$ cat config.mk
export PLATFORM = sky130hd
export DESIGN_NAME = hyperbus_reg_responder
export DESIGN_NICKNAME = d
export VERILOG_FILES = /design/src/rtl/hyperbus_reg_responder.sv
export SDC_FILE = /design/constraint.sdc
export NUM_CORES = 1
export LEC_CHECK = 0
export ABC_AREA = 1
export CORE_UTILIZATION = 52
export CTS_CLUSTER_SIZE = 24
export DETAILED_ROUTE_END_ITERATION = 10
export GPL_TIMING_DRIVEN = 0
export PLACE_DENSITY = 0.8
export SYNTH_ARGS = -nofsm -noshare
export SYNTH_HDL_FRONTEND = slang
export SYNTH_SLANG_ARGS = --single-unit
$ cat constraint.sdc
create_clock -name clk_i -period 1.9 [get_ports clk_i]
set_input_delay 0.38 -clock clk_i [delete_from_list [all_inputs] [get_ports clk_i]]
set_output_delay 0.38 -clock clk_i [all_outputs]
set_load 0.1 [all_outputs]
$ cat src/rtl/hyperbus_reg_responder.sv
// ---------------------------------------------------------------------------
// hyperbus_reg_responder
//
// Device-side model of the HyperRAM register space (ID0, ID1, CFG0, CFG1).
// Each clock carries at most one 16-bit SDR word. The first three valid words
// of a transaction are the command-address. Register writes commit on the
// first data word. Register reads return the addressed register once the
// configured initial latency has elapsed. The same value repeats until chip
// select rises.
//
// Ports
//   clk_i              clock
//   rst_ni             synchronous active-low reset
//   cs_ni              chip select, active low, frames one transaction
//   word_valid_i       word_i carries a CA or write-data word this cycle
//   word_i             CA word (MSB half first) or write data
//   refresh_pending_i  device requests double latency (variable mode only)
//   rwds_o             latency indicator, high during CA when latency doubled
//   rd_valid_o         rd_data_o carries register read data
//   rd_data_o          register read data
//   busy_o             a transaction is in progress
//   cfg0_o / cfg1_o    live configuration registers
// ---------------------------------------------------------------------------
module hyperbus_reg_responder #(
   parameter logic [15:0] ID0_VAL  = 16'h0C81,
   parameter logic [15:0] ID1_VAL  = 16'h0001,
   parameter logic [15:0] CFG0_RST = 16'h8F1F,
   parameter logic [15:0] CFG1_RST = 16'hFFC1
) (
   input  logic        clk_i,
   input  logic        rst_ni,
   input  logic        cs_ni,
   input  logic        word_valid_i,
   input  logic [15:0] word_i,
   input  logic        refresh_pending_i,
   output logic        rwds_o,
   output logic        rd_valid_o,
   output logic [15:0] rd_data_o,
   output logic        busy_o,
   output logic [15:0] cfg0_o,
   output logic [15:0] cfg1_o
);

   typedef enum logic [2:0] {
      IDLE,
      CA,
      WR_DATA,
      LAT,
      RD_DATA,
      IGNORE
   } state_t;

   state_t      r_state;
   state_t      w_nextState;
   logic [1:0]  r_wordCnt;
   logic [31:0] r_addr;
   logic        r_isRead;
   logic        r_isReg;
   logic        r_double;
   logic [3:0]  r_latCnt;
   logic [15:0] r_cfg0;
   logic [15:0] r_cfg1;
   logic        r_rwds;
   logic        r_rdValid;
   logic [15:0] r_rdData;
   logic        r_busy;

   logic        w_firstWord;
   logic        w_caWord;
   logic        w_lastCa;
   logic        w_wrCommit;
   logic        w_doubleNow;
   logic        w_double;
   logic [3:0]  w_baseLat;
   logic [3:0]  w_effLat;
   logic [3:0]  w_latLoad;
   logic [15:0] w_readData;
   logic        w_rwdsNext;
   logic        w_rdValidNext;
   logic [15:0] w_rdDataNext;

   assign w_firstWord = (r_state == IDLE) && !cs_ni && word_valid_i;
   assign w_caWord    = (r_state == CA) && !cs_ni && word_valid_i;
   assign w_lastCa    = w_caWord && (r_wordCnt == 2'd2);
   assign w_wrCommit  = (r_state == WR_DATA) && !cs_ni && word_valid_i;

   // The doubling decision is taken on the first CA word. rwds then stays
   // constant for the whole CA phase, and the latency loaded on the last CA
   // word matches what rwds advertised.
   assign w_doubleNow = r_cfg0[3] | refresh_pending_i;
   assign w_double    = (r_state == IDLE) ? w_doubleNow : r_double;

   // Initial latency code in CFG0[7:4]. Unlisted codes fall back to 6 clocks.
   always_comb begin
      w_baseLat = 4'd6;
      unique case (r_cfg0[7:4])
         4'b0000: w_baseLat = 4'd5;
         4'b0001: w_baseLat = 4'd6;
         4'b0010: w_baseLat = 4'd7;
         4'b1110: w_baseLat = 4'd3;
         4'b1111: w_baseLat = 4'd4;
         default: w_baseLat = 4'd6;
      endcase
   end

   assign w_effLat  = r_double ? {w_baseLat[2:0], 1'b0} : w_baseLat;
   assign w_latLoad = w_effLat - 4'd1;

   // Register map lookup on the collected word address. CFG0[11:8] already
   // holds 4'hF because the write path forces those bits.
   always_comb begin
      w_readData = 16'h0000;
      unique case (r_addr)
         32'h0000_0000: w_readData = ID0_VAL;
         32'h0000_0001: w_readData = ID1_VAL;
         32'h0000_0800: w_readData = r_cfg0;
         32'h0000_0801: w_readData = r_cfg1;
         default:       w_readData = 16'h0000;
      endcase
   end

   // Next state and next output values. Chip select going high wins over
   // everything and returns the responder to IDLE. Outputs are derived from
   // the state being entered so that the registered copies line up with it.
   always_comb begin
      w_nextState   = r_state;
      w_rwdsNext    = 1'b0;
      w_rdValidNext = 1'b0;
      w_rdDataNext  = 16'h0000;
      if (cs_ni) begin
         w_nextState = IDLE;
      end else begin
         unique case (r_state)
            IDLE: begin
               if (word_valid_i) w_nextState = CA;
            end
            CA: begin
               if (w_lastCa) begin
                  if (!r_isReg)     w_nextState = IGNORE;
                  else if (r_isRead) w_nextState = LAT;
                  else              w_nextState = WR_DATA;
               end
            end
            WR_DATA: begin
               if (word_valid_i) w_nextState = IGNORE;
            end
            LAT: begin
               if (r_latCnt == 4'd0) w_nextState = RD_DATA;
            end
            RD_DATA: w_nextState = RD_DATA;
            IGNORE:  w_nextState = IGNORE;
            default: w_nextState = IDLE;
         endcase
      end
      w_rwdsNext = (w_nextState == CA) && w_double;
      if (w_nextState == RD_DATA) begin
         w_rdValidNext = 1'b1;
         w_rdDataNext  = w_readData;
      end
   end

   // State, CA collection, latency counter, configuration registers and the
   // registered outputs. The word address is assembled as
   // {CA[44:32], CA[31:16], CA[2:0]}.
   always_ff @(posedge clk_i) begin
      if (!rst_ni) begin
         r_state   <= IDLE;
         r_wordCnt <= 2'd0;
         r_addr    <= 32'h0;
         r_isRead  <= 1'b0;
         r_isReg   <= 1'b0;
         r_double  <= 1'b0;
         r_latCnt  <= 4'd0;
         r_cfg0    <= CFG0_RST;
         r_cfg1    <= CFG1_RST;
         r_rwds    <= 1'b0;
         r_rdValid <= 1'b0;
         r_rdData  <= 16'h0000;
         r_busy    <= 1'b0;
      end else begin
         r_state   <= w_nextState;
         r_rwds    <= w_rwdsNext;
         r_rdValid <= w_rdValidNext;
         r_rdData  <= w_rdDataNext;
         r_busy    <= (w_nextState != IDLE);

         if (w_firstWord) begin
            r_isRead  <= word_i[15];
            r_isReg   <= word_i[14];
            r_addr    <= {word_i[12:0], 19'h0};
            r_wordCnt <= 2'd1;
            r_double  <= w_doubleNow;
         end else if (w_caWord) begin
            if (r_wordCnt == 2'd1) r_addr[18:3] <= word_i;
            else                   r_addr[2:0]  <= word_i[2:0];
            r_wordCnt <= r_wordCnt + 2'd1;
         end

         if (w_lastCa) begin
            r_latCnt <= w_latLoad;
         end else if ((r_state == LAT) && (r_latCnt != 4'd0)) begin
            r_latCnt <= r_latCnt - 4'd1;
         end

         if (w_wrCommit) begin
            unique case (r_addr)
               32'h0000_0800: r_cfg0 <= {word_i[15:12], 4'hF, word_i[7:0]};
               32'h0000_0801: r_cfg1 <= word_i;
               default: begin
               end
            endcase
         end
      end
   end

   assign rwds_o     = r_rwds;
   assign rd_valid_o = r_rdValid;
   assign rd_data_o  = r_rdData;
   assign busy_o     = r_busy;
   assign cfg0_o     = r_cfg0;
   assign cfg1_o     = r_cfg1;

endmodule

# After elaboration in Yosys (flattened, before gate mapping)
# Index checks and enable logic that the tools add are counted.
[totals]
out_inout_bits = 51
reg_bits = 91
input_bits = 21
elab_cells = 78
[classes]
n_bitwise = 3
n_addsub = 3
n_mux = 17
n_eq_ne = 15
n_reduce_logical = 24
[op_table]
columns = ["op", "count"]
rows = [
  ["$eq 32x12->1 const B", 2],
  ["$pmux 16 s4", 1],
  ["$eq 32x1->1 const B", 1],
  ["$logic_not 32->1", 1],
  ["$mux 3", 6],
  ["$pmux 3 s6", 1],
  ["$mux 4", 3],
  ["$pmux 3 s4", 1],
  ["$reduce_and 2->1", 5],
  ["$eq 3x3->1 const B", 3],
  ["$logic_and 1x1->1", 9],
  ["$eq 4x4->1 const B", 2],
  ["$logic_not 4->1", 2],
  ["$sub 4x1->4 const B", 2],
  ["$eq 3x1->1 const B", 2],
  ["$eq 3x2->1 const B", 2],
  ["$mux 1", 5],
  ["$eq 4x2->1 const B", 1],
  ["$reduce_bool 2->1", 2],
  ["$reduce_bool 4->1", 1],
  ["$logic_not 3->1", 1],
  ["$reduce_bool 3->1", 1],
  ["$add 2x1->2 const B", 1],
  ["$eq 2x1->1 const B", 1],
  ["other kinds (5)", 6],
]

# Depth between registers and ports, before layout
[logic_depth]
depth_word = 9
mapped_depth = 12
depth_no_buf = 12

# Worst setup path before layout
# OpenSTA, ideal clock, no wires.
[synth_timing]
path_kind = "register to register"
start = "register r_cfg0[5], in the netlist cfg0_o[5]"
end = "register r_latCnt[2]"
required_time_ns = 1.768
setup_time_ns = 0.132
path_slack_ns = -0.372
t_arrival_ns = 2.140
synth_period_minus_slack_ns = 2.272
stages_incl_launch_ff = 10
n_path_buf = 0
path_cell_list = "dfxtp_1 > nand4_1 > nand2_1 > nand2_1 > o21ai_1 > inv_1 > ha_1 > nand3b_1 > nand3_1 > a21oi_1"
[synth_via]
elab_chain_len = 5
elab_cells_between_ends = 8
classes_between = "1 x add/sub; 3 x eq/ne; 3 x mux; 1 x reduce/logical"
[synth_lines]
columns = ["element", "line", "text"]
rows = [
  ["start, declared", "61", "logic [15:0] r_cfg0;"],
  ["start signal, assigned", "207", "32'h0000_0800: r_cfg0 <= {word_i[15:12], 4'hF, word_i[7:0]};"],
  ["$eq 4x4->1 (tied with other cells)", "96", "unique case (r_cfg0[7:4])"],
  ["$pmux 3 s4 (*)", "96", ""],
  ["$mux 4 (*)", "106", "assign w_effLat = r_double ? {w_baseLat[2:0], 1'b0} : w_baseLat;"],
  ["$sub 4x1->4 (*)", "107", "assign w_latLoad = w_effLat - 4'd1;"],
  ["$mux 4 (*)", "199", "if (w_lastCa) begin"],
  ["end signal, assigned", "200", "r_latCnt <= w_latLoad;"],
  ["end signal, assigned", "202", "r_latCnt <= r_latCnt - 4'd1;"],
  ["end, declared", "60", "logic [3:0] r_latCnt;"],
]
# Every way passes the cells marked *; elsewhere a longest branch is shown, timed or not.
# A chain may end at the register's enable or synchronous reset.

# Worst setup path after layout
[layout_timing]
start = "register r_rdData[0], in the netlist rd_data_o[0]"
end = "output port rd_data_o[0]"
[layout_lines]
columns = ["element", "line", "text"]
rows = [
  ["start, declared", "65", "logic [15:0] r_rdData;"],
  ["start signal, assigned", "184", "r_rdData <= w_rdDataNext;"],
  ["end, declared", "38", "output logic [15:0] rd_data_o,"],
]
# No word-level cell between the ends.

==> impl_metrics.json <==
{
  "outcome": "completed",
  "stdcell_count": 703,
  "syn_area_per_cell_sq_um": 7.566,
  "drt_iter0_drc": 261,
  "start_kind": "flip-flop",
  "drtAntennaViolNets": 0,
  "power_leakage_uw": 0.002194,
  "synth_compound_area_frac": 0.1699,
  "irDropWorstVdd_v": 0.0004579,
  "synthSimpleGateAreaFrac": 0.2586,
  "crit_slowest_cell": "clkdlybuf4s15_1",
  "finalPower_uw": 3654,
  "cp.arrival_ns": 1.49,
  "cap_violations": 0,
  "power_density_nw_per_um2": 735.9,
  "place.gp.congestion": 0.8894,
  "die_w_um": 88.23,
  "criticalPathCategory": "reg -> out",
  "clk_latency_ns": 0.37,
  "synth_top_family_by_area": "simple AND/OR/NAND/NOR gates",
  "syn_inst": 511,
  "post-dp-hpwl_um": 7369,
  "postRouteWirelength_um": 9955,
  "yosys-mux-area-fraction": 0,
  "ys_ff_latch": 91,
  "drc": 0,
  "synth_edf_count": 0,
  "report.final.slew_viol_count": 0,
  "routedWlPerCell_um": 14.16,
  "antennaDiodeCount": 0,
  "placedCellCount": 680,
  "crit_fanout": 1,
  "finalSetupViolCount": 0,
  "hold_violations": 0,
  "synthXorXnorAreaFrac": 0,
  "fillers": 618,
  "worstPathCellList": "clkdlybuf4s15_1",
  "cpPeakStageDelay_ns": 0.81,
  "vias": 3704,
  "globalRouteTotalUtil": 0.2683,
  "syn-cell-area_sq_um": 3866,
  "overflow": 0,
  "io_pins": 72,
  "coreArea_sq_um": 7214,
  "min_period_ns": 1.871,
  "crit_required_ns": 1.52,
  "clock_path_buffers": 2,
  "post_drt_via_cell_ratio": 5.269,
  "crit_family": "buffers and inverters",
  "max_slew_margin": 0.3734,
  "fp.dieArea_sq_um": 7784,
  "cts_tree": "yes",
  "ys_seq_area_frac": 0.4712,
  "synth_ff_type": "dfxtp_1",
  "die_h_um": 88.23,
  "dr.pass1.iters": 5,
  "row_count": 31,
  "fmax_mhz": 534.3,
  "grt_pass1_vias": 3359,
  "clockRootBuffer": "clkbuf_8",
  "cp-end-kind": "primary output",
  "period_share": 0.9850,
  "setup_tns_ns": 0,
  "cts.clk_slew.worst_paths_ns": 0.10,
  "grt_max_degree": 17,
  "hp-class": "reg -> reg",
  "antenna_found_initial": 0,
  "ys_async_sr_fraction": 0,
  "syn2layout_area_growth_pct": 28.45,
  "tightestPinTransition_ns": 0.9436,
  "start_util": 0.5359,
  "synth_cell_types": 33,
  "numCtsBuffers": 9,
  "cts_max_level": 3,
  "skew_ns": 0.01493,
  "grt_pass1_wl_um": 15660,
  "fin_nets": 623,
  "synth-adder-area-share": 0.009709,
  "clock-sinks": 91,
  "drive_gt1_frac": 0.2036,
  "yosysWarnings": 0,
  "cts.hold.buffers_added": 0,
  "fin_hold_ws_ns": 0.4528,
  "numPortBuffers": 67,
  "timing.critical_path.buf_inv": 1
}
[sequential cells by signal, indices dropped and copies added (netlist names)]
| name | count |
|---|---|
| r_addr | 32 |
| cfg1_o | 16 |
| rd_data_o | 16 |
| cfg0_o | 12 |
| r_latCnt | 4 |
| r_state | 3 |
| r_wordCnt | 2 |
| busy_o | 1 |
| r_double | 1 |
| r_isRead | 1 |
| r_isReg | 1 |
| rd_valid_o | 1 |
| rwds_o | 1 |
[timing repair]
action / CTS / global route
setup endpoints to repair: 57 / 61
setup buffers: 0 / 7
pin swaps: 2 / 3
resized for setup: 128 / 28
[path summary, 6_finish.rpt]
check / end / slack, ns / cells past startpoint / from
worst min register to register: r_addr[2] / 0.45 / 2 / r_addr[2]
worst min-delay path: r_addr[2] / 0.45 / 2 / r_addr[2]
worst max-delay path: rd_data_o[0] / 0.03 / 1 / rd_data_o[0]
worst max register to register: cfg1_o[6] / 0.12 / 8 / r_state[1]
[cell usage in the layout (no fill, tap or decap), types with 6 or more instances in the layout]
| cell type | instances |
|---|---|
| nor2_1 | 41 |
| nand2_1 | 105 |
| clkdlybuf4s15_2 | 31 |
| clkdlybuf4s50_1 | 19 |
| inv_1 | 59 |
| clkbuf_8 | 10 |
| clkbuf_1 | 8 |
| buf_4 | 10 |
| o21ai_0 | 41 |
| o211ai_1 | 11 |
| clkbuf_2 | 17 |
| nor2_2 | 9 |
| o211ai_2 | 6 |
| dfxtp_1 | 87 |
| a21oi_1 | 55 |
| nand3_1 | 36 |
[where the power goes]
group,switching [uW],internal (uW),total (uW)
logic,215,99.2,314
registers,19.2,1940,1960
clock network,728,656,1380
[worst min-delay path, stage by stage (launching register included)]
cell and delay, ns:
dfxtp_1 0.32, inv_1 0.05, a21oi_1 0.05
[final cells by class]
type | count | area (sq um) | area share
tap | 99 | 123.9 | 0.02494
sequential | 91 | 1827 | 0.3679
clock buffer | 10 | 137.6 | 0.02771
multi-input combinational | 340 | 1753 | 0.3530
buffer | 21 | 117.6 | 0.02368
timing repair buffer | 74 | 703.2 | 0.1416
inverter | 62 | 232.7 | 0.04686
clock inverter | 6 | 71.32 | 0.01436
[layer usage]
metal	vias to the layer above	global-route usage	wire (um)
met5	-	0	0
met4	0	0.1290	310
met3	31	0.05504	472
met2	130	0.4727	4968
met1	1720	0.3110	4204
li1	1823	-	-
[synthesized netlist by cell type (3+ instances only)]
library cell	number	area [sq um]
o211ai_1	11	82.58
nand3_1	37	185.2
buf_4	4	30.03
inv_1	59	221.5
nor2_1	44	165.2
o211ai_2	6	75.07
o21ai_0	41	205.2
nand2_1	105	394.1
a21oi_1	55	275.3
dfxtp_1	91	1822
ha_1	3	37.54
nand2_2	3	18.77
clkbuf_1	11	41.29
nand2_4	3	33.78
nor2_2	9	56.30
inv_2	3	11.26
buf_2	4	20.02
[through the flow]
stage,area (sq um),setup WS [ns],utilization
floorplan,3882,0.01439,-
global placement,4677,-0.4236,0.6483
detailed placement,4677,-0.4733,0.6483
CTS,4930,0.005187,0.6833
global route,4966,-0.02059,0.6883
finish,4966,0.02856,0.6883
[cell families (layout without fill, tap and decap cells)]
family	after synthesis	count (layout)
DFF	91	91
other	1	4
adders and majority gates	3	3
and+or+nand+nor	217	217
buffers and inverters	83	173
AOI/OAI and AO/OA	116	116
Power figures use the tool's default switching activity.
